==> src/rtl/mem_arbiter_pkg.sv <==
// Types shared by the instruction/data memory arbiter and its grant logic.
package mem_arbiter_pkg;

    typedef logic [1:0] lc3b_mem_wmask;

    typedef enum logic [1:0] {
        IDLE,
        BUSY_I,
        BUSY_D,
        RESP
    } lc3b_arb_state;

    typedef enum logic {
        ARB_INSN = 1'b0,
        ARB_DATA = 1'b1
    } lc3b_arb_port;

endpackage

==> src/rtl/mem_arbiter_grant.sv <==
// Combinational tie-break between the instruction and data ports.
module arb_grant
    import mem_arbiter_pkg::*;
#(
    parameter int FAIR = 1
)
(
    input  logic pend_i,
    input  logic pend_d,
    input  logic last_grant,
    output logic grant_valid,
    output logic grant
);

    // On a tie, round-robin hands the bus to whichever port did not have it last.
    always_comb begin
        grant_valid = pend_i | pend_d;
        grant       = ARB_INSN;
        if (pend_i && pend_d) begin
            if ((FAIR != 0) && (last_grant == ARB_DATA)) begin
                grant = ARB_INSN;
            end else begin
                grant = ARB_DATA;
            end
        end else if (pend_d) begin
            grant = ARB_DATA;
        end
    end

endmodule

==> src/rtl/mem_arbiter.sv <==
// Serialises the instruction-fetch and data memory ports onto one pmem initiator,
// one registered transaction at a time, with a one-cycle response pulse per port.
module mem_arbiter
    import mem_arbiter_pkg::*;
#(
    parameter int FAIR  = 1,
    parameter int WIDTH = 16
)
(
    input  logic             clk,
    input  logic             rst,

    input  logic             mem_read_0,
    input  logic [WIDTH-1:0] mem_address_0,
    output logic [WIDTH-1:0] mem_rdata_0,
    output logic             mem_resp_0,

    input  logic             mem_read_1,
    input  logic             mem_write_1,
    input  logic [1:0]       mem_byte_enable_1,
    input  logic [WIDTH-1:0] mem_address_1,
    input  logic [WIDTH-1:0] mem_wdata_1,
    output logic [WIDTH-1:0] mem_rdata_1,
    output logic             mem_resp_1,

    output logic             pmem_read,
    output logic             pmem_write,
    output logic [1:0]       pmem_byte_enable,
    output logic [WIDTH-1:0] pmem_address,
    output logic [WIDTH-1:0] pmem_wdata,
    input  logic [WIDTH-1:0] pmem_rdata,
    input  logic             pmem_resp
);

    // Memory is word addressed on the downstream side, so bit 0 is always cleared.
    localparam logic [WIDTH-1:0] ALIGN_MASK = {{(WIDTH-1){1'b1}}, 1'b0};

    lc3b_arb_state state;
    lc3b_arb_state state_next;
    lc3b_arb_port  last_grant;
    lc3b_arb_port  last_grant_next;

    logic          pend_i;
    logic          pend_d;
    logic          grant_valid;
    logic          grant;

    logic          load_i;
    logic          load_d;
    logic          drop_pmem;
    logic          resp_0_next;
    logic          resp_1_next;
    logic          capture_0;
    logic          capture_1;
    lc3b_mem_wmask data_mask;

    assign pend_i    = mem_read_0;
    assign pend_d    = mem_read_1 | mem_write_1;
    assign data_mask = mem_byte_enable_1;

    arb_grant #(
        .FAIR(FAIR)
    ) u_grant (
        .pend_i      (pend_i),
        .pend_d      (pend_d),
        .last_grant  (last_grant),
        .grant_valid (grant_valid),
        .grant       (grant)
    );

    always_ff @(posedge clk or posedge rst) begin
        if (rst) begin
            state      <= IDLE;
            last_grant <= ARB_INSN;
        end else begin
            state      <= state_next;
            last_grant <= last_grant_next;
        end
    end

    always_comb begin
        state_next      = state;
        last_grant_next = last_grant;
        unique case (state)
            IDLE: begin
                if (grant_valid) begin
                    if (grant == ARB_DATA) begin
                        state_next      = BUSY_D;
                        last_grant_next = ARB_DATA;
                    end else begin
                        state_next      = BUSY_I;
                        last_grant_next = ARB_INSN;
                    end
                end
            end
            BUSY_I, BUSY_D: begin
                if (pmem_resp) begin
                    state_next = RESP;
                end
            end
            RESP:    state_next = IDLE;
            default: state_next = IDLE;
        endcase
    end

    // RESP deliberately produces nothing: it is the bubble that lets a requester
    // drop its request before the arbiter looks at it again.
    always_comb begin
        load_i      = 1'b0;
        load_d      = 1'b0;
        drop_pmem   = 1'b0;
        resp_0_next = 1'b0;
        resp_1_next = 1'b0;
        capture_0   = 1'b0;
        capture_1   = 1'b0;
        unique case (state)
            IDLE: begin
                load_i = grant_valid && (grant == ARB_INSN);
                load_d = grant_valid && (grant == ARB_DATA);
            end
            BUSY_I: begin
                if (pmem_resp) begin
                    resp_0_next = 1'b1;
                    capture_0   = 1'b1;
                    drop_pmem   = 1'b1;
                end
            end
            BUSY_D: begin
                if (pmem_resp) begin
                    resp_1_next = 1'b1;
                    capture_1   = pmem_read;
                    drop_pmem   = 1'b1;
                end
            end
            default: begin
            end
        endcase
    end

    // A data request with both read and write set is issued as a write.
    always_ff @(posedge clk or posedge rst) begin
        if (rst) begin
            pmem_read        <= 1'b0;
            pmem_write       <= 1'b0;
            pmem_byte_enable <= '0;
            pmem_address     <= '0;
            pmem_wdata       <= '0;
            mem_resp_0       <= 1'b0;
            mem_resp_1       <= 1'b0;
            mem_rdata_0      <= '0;
            mem_rdata_1      <= '0;
        end else begin
            mem_resp_0 <= resp_0_next;
            mem_resp_1 <= resp_1_next;

            if (load_i) begin
                pmem_read        <= 1'b1;
                pmem_write       <= 1'b0;
                pmem_byte_enable <= '0;
                pmem_address     <= mem_address_0 & ALIGN_MASK;
                pmem_wdata       <= '0;
            end else if (load_d) begin
                pmem_read        <= mem_read_1 & ~mem_write_1;
                pmem_write       <= mem_write_1;
                pmem_byte_enable <= data_mask;
                pmem_address     <= mem_address_1 & ALIGN_MASK;
                pmem_wdata       <= mem_wdata_1;
            end else if (drop_pmem) begin
                pmem_read  <= 1'b0;
                pmem_write <= 1'b0;
            end

            if (capture_0) begin
                mem_rdata_0 <= pmem_rdata;
            end
            if (capture_1) begin
                mem_rdata_1 <= pmem_rdata;
            end
        end
    end

endmodule

==> config.mk <==
export PLATFORM = sky130hd
export DESIGN_NAME = mem_arbiter
export DESIGN_NICKNAME = d
export VERILOG_FILES = /design/src/rtl/mem_arbiter_pkg.sv /design/src/rtl/mem_arbiter_grant.sv /design/src/rtl/mem_arbiter.sv
export SDC_FILE = /design/constraint.sdc
export NUM_CORES = 1
export LEC_CHECK = 0
export CORE_MARGIN = 4
export CORE_UTILIZATION = 37
export CTS_CLUSTER_DIAMETER = 120
export CTS_CLUSTER_SIZE = 20
export DETAILED_ROUTE_END_ITERATION = 8
export HOLD_SLACK_MARGIN = 0.03
export PLACE_DENSITY = 0.77
export SYNTH_ARGS = -nofsm -noshare
export SYNTH_HDL_FRONTEND = slang
export SYNTH_SLANG_ARGS = --single-unit
export TNS_END_PERCENT = 100
==> constraint.sdc <==
create_clock -name clk -period 2 [get_ports clk]
set_clock_uncertainty 0.1 [all_clocks]
set_input_delay 0.2 -clock clk [delete_from_list [all_inputs] [get_ports clk]]
set_output_delay 0.2 -clock clk [all_outputs]
set_load 0.005 [all_outputs]
* After elaboration in Yosys (flattened, before gate mapping)
Cells that the tools add are included.
** Cells by class
- Equality and inequality tests :: 5
- Mux-type cells :: 27
- Bitwise gates (word level) :: 5
- Reductions and logical operators :: 9
** Operator list (number)
- 2-to-1 mux 16 bit :: 4
- 2-to-1 mux 1 bit :: 17
- 2-to-1 mux 2 bit :: 5
- case mux 2 bit (3 select lines) :: 1
- equality test 2 bit (second input constant) :: 2
- AND reduction 2 bit :: 2
- logical AND 1 bit :: 3
- nonzero test 3 bit :: 1
- equality test 2 x 1 -> 1 bit (second input constant) :: 1
- logical NOT 2 bit :: 1
- inequality test 2 x 1 -> 1 bit (second input constant) :: 1
- inequality test 2 bit (second input constant) :: 1
- NOT 1 bit :: 2
- OR 1 bit :: 2
- nonzero test 2 bit :: 1
- OR reduction 2 bit :: 1
- bitwise AND 1 bit :: 1
** Word-level totals
- Register bits after elaboration :: 73
- Input bits :: 72
- Output and inout port bits :: 70
- Logic and storage cells :: 57

* Depth between registers and ports, before layout
- Depth in word-level cells :: 7
- Depth in mapped cells :: 8
- Mapped depth without buffers :: 5

* Cells and area by module
A second synthesis with hierarchy kept.
** Unflattened totals
- Cell total of the unflattened synthesis :: 252
- Area, all modules :: 3014.1 um^2
** Modules (own cells, without submodules)
- mem_arbiter :: times used 1, cells an instance 250, area each 3000.4 um^2
- arb_grant :: times used 1, cells an instance 2, area each 13.8 um^2

* Worst setup path before layout
OpenSTA, ideal clock, no wires.
- Path type :: register to register
- From :: reg state[0]
- To :: reg mem_rdata_1[0]
- Setup time :: 0.128 ns
- Arrival time :: 1.384 ns
- Setup slack :: 0.388 ns
- Stages on the path, launching flop included :: 7
- Path buffers :: 1
- Clock period less this slack :: 1.612 ns
- Cells stage by stage :: dfrtp_1 -> inv_1 -> ha_1 -> and2_1 -> nand2_2 -> buf_4 -> mux2_1
** Between the ends
- Word-level cells in the longest chain between the ends :: 2
** RTL lines
- from (decl) :: RTL line mem_arbiter.sv:38 : lc3b_arb_state state;
- from (signal assigned) :: RTL line mem_arbiter.sv:76 : state <= state_next;
- equality test 2 bit :: RTL line mem_arbiter.sv:116 : unique case (state)
- 2-to-1 mux 1 bit :: RTL line mem_arbiter.sv:116
- to (signal assigned) :: RTL line mem_arbiter.sv:177 : mem_rdata_1 <= pmem_rdata;
- to (decl) :: RTL line mem_arbiter.sv:23 : output logic [WIDTH-1:0] mem_rdata_1,
No other way between the ends.
A chain may end at the register's enable or synchronous reset.

* Worst setup path after layout
Ends and elaborated chain as after synthesis.

==> reports/results.tsv <==
stage	metric	value	unit
status	outcome	completed	
placed_design	portBuffers	138	
floorplan	io_pins	142	
drt	viasPerCell	4.67	
drt	ant_nets	0	
worst_setup_path	regToRegStartpoint	state[0]	
synthesis	synth_cells	214	
worst_setup_path	worstPathRequired	2.11	ns
worst_setup_path	r2r_end	mem_rdata_1[0]	
drt	wl	6.80	mm
worst_setup_path	crit_end	mem_rdata_1[0]	
timing	setup_tns	0	ns
pwr	p_per_area	1410	nW/um^2
global_routing	grt_first_pass_wirelength	11.3	mm
floorplan	initial_core_util	38.4	%
timing	setup_viol	0	
clock_tree	ctsHoldBuffers	0	
job	maxCapViolCount	0	
timing	timing.fmax	566	MHz
synthesis	yosysWarnings	0	
clock_tree	cts.repair.resized	0	
timing	max-slew-margin-rel	61.5	%
global_routing	overflow	0	
clock_tree	cts_tree	yes	
final_layout	finish.utilization	60.1	%
floorplan	fp.dieArea	9560	um^2
drt	vias	2173	
synthesis	synth_cell_types	31	
worst_setup_path	worst_setup_path_end_kind	flop	
drt	drt_iter0_markers	39	
synthesis	synth_top_area_share	60.5	%
worst_setup_path	worst-path-max-fanout	16	
synthesis	synth.avg_cell_area	13.9	um^2
synthesis	yosysTopAreaCell	dfrtp_1	
synthesis	ys_seq_area_share	60.5	%
drt	route.detailed.drc	0	
synthesis	synth_edf_count	0	
clock_tree	clock-sinks	72	
worst_hold_path	hp-class	input pin to asynchronous set/reset pin	
floorplan	core	7770	um^2
synthesis	syn-num-nets	289	
global_routing	antenna_found_initial	0	
timing	post-route-min-period	1.77	ns
drt	post_drt_wl_per_cell	14.6	um
pwr	max-vdd-ir-drop	0.732	mV
timing	worst_pin_slew	0.577	ns
clock_tree	cts_max_level	3	
worst_setup_path	arrival	1.87	ns
clock_tree	cts_buffer_depth	2	
final_layout	area_delta_synth_final	56.8	%
synthesis	yosys-top-cells-area	dfrtp_1 60%, mux2_1 6.0%, mux2_2 6.0%, a22o_1 5.9%, mux2i_1 5.0%	
timing	period_share	88.3	%
worst_setup_path	reg2regPathDepth	5	
synthesis	synth_area	2980	um^2
clock_tree	clk_pin_slew	0.07	ns
timing	hold_viol_final	0	
timing	rsz0062_at_grt	no	
worst_setup_path	crit_type	flop to flop	
drt	drt-pass1-iter-count	4	
synthesis	ys_ff_latch	72	
final_layout	num-nets-final	433	
floorplan	dieWidth	97.8	um
timing	slew_viol_final	0	
clock_tree	worst_skew_pair.late_latency	0.33	ns
global_routing	grt_pass1_vias	2336	
clock_tree	numCtsBuffers	9	
clock_tree	cts_setup_buffers	0	
worst_setup_path	startpoint_type	flop	
global_routing	grt_max_degree	40	
synthesis	ys.flop_type	dfrtp_1	
global_routing	grtUsageTotal	14.9	%
placed_design	detailed_place_hpwl	5.28	mm
pwr	p_leak	2.05	nW
floorplan	die_h	97.8	um
worst_setup_path	timing.reg2reg.setup_slack	0.23	ns
clock_tree	root_buffer	clkbuf_8	
worst_setup_path	cp-startpoint	state[0]	
final_layout	drive_gt1_share	14.6	%
floorplan	rows	32	
final_layout	mostFrequentLayoutCells	138 x clkdlybuf4s50_1, 72 x dfrtp_1, 20 x a22o_1	
final_layout	layout_commonest_cell	clkdlybuf4s50_1	
timing	timing.hold.ws	0.176	ns
placed_design	gp_congestion	0.739	
synthesis	synthArstFlopShare	100	%
final_layout	n_antenna_cell	0	
==> area by class of cell <==
type / count / area, um^2
inverter: 6 / 26.3
multi-input combinational: 124 / 1070
clock buffer: 13 / 149
sequential: 72 / 1800
tap: 102 / 128
fill: 648 / 3100
timing repair buffer: 145 / 1480
clock inverter: 3 / 17.5
==> power breakdown <==
part | total (W) | switching, W | internal, W
registers | 0.00252 | 0.000366 | 0.00215
clock network | 0.000967 | 0.000485 | 0.000481
logic | 0.00310 | 0.00111 | 0.00199
total | 0.00658 | 0.00196 | 0.00462
==> per-layer routing <==
| metal | vias to the layer above | GRT usage, % | share of wire [%] |
|---|---|---|---|
| li1 | 1050 | - | - |
| met1 | 1025 | 17.1 | 40 |
| met2 | 89 | 25.8 | 50 |
| met3 | 9 | 5.79 | 8.9 |
| met4 | 0 | 4.15 | 1.1 |
| met5 | - | 0 | 0 |
==> per-stage QoR <==
stage	power [W]	setup WS [ns]	std cells	area (um^2)
after floorplan	0.00395	0.388	214	2980
after global placement	0.00561	0.0982	449	4510
after detailed placement	0.00571	0.0451	449	4510
after CTS	0.00671	0.206	465	4670
after global routing	0.00707	0.134	465	4670
final	0.00658	0.234	465	4670
==> synth_stat cells (all sizes together) (2+ instances only) <==
cell	number
o21ai	18
buf	12
a211oi	2
ha	3
and2	2
nand2	20
a22o	20
inv	6
dfrtp	72
mux2	32
mux2i	15
==> worst min path at each step <==
stage                     startpoint          endpoint  slack (ns)  cells after the start
detailed placement  pmem_address[15]  pmem_address[15]        0.37                      2
global route                     rst    mem_rdata_0[9]        0.21                      2
CTS                              rst   mem_rdata_1[12]        0.18                      2
finish                           rst    mem_rdata_0[9]        0.18                      2
global placement     pmem_address[1]   pmem_address[1]        0.36                      2
floorplan             pmem_rdata[10]   mem_rdata_1[10]        0.23                      1
==> worst max-delay path: stages, from the launching register on <==
cell and delay [ns]:
dfrtp_1 0.37, inv_1 0.08, ha_1 0.20, and2_1 0.17, nand2_2 0.34, mux2_1 0.38
==> sequential cells by signal, indices dropped and copies added, names as in the netlist <==
signal	flops
pmem_read	1
mem_rdata_1	16
last_grant	1
pmem_address	15
state	2
mem_resp_1	1
pmem_write	1
pmem_wdata	16
mem_resp_0	1
mem_rdata_0	16
pmem_byte_enable	2
==> kinds of logic (layout without fill, tap and decap cells) <==
group                    after synthesis  count (layout)  share of synthesized area (%)
other                                  1               1                          0.126
buffers and inverters                 18             167                           3.78
adder cells (fa/ha/maj)                3               3                           1.26
AND/OR/NAND/NOR                       28              28                           4.53
AO/OA/AOI/OAI                         45              45                           12.7
flip-flops                            72              72                           60.5
multiplexers                          47              47                           17.1
Power figures use the tool's default switching activity.
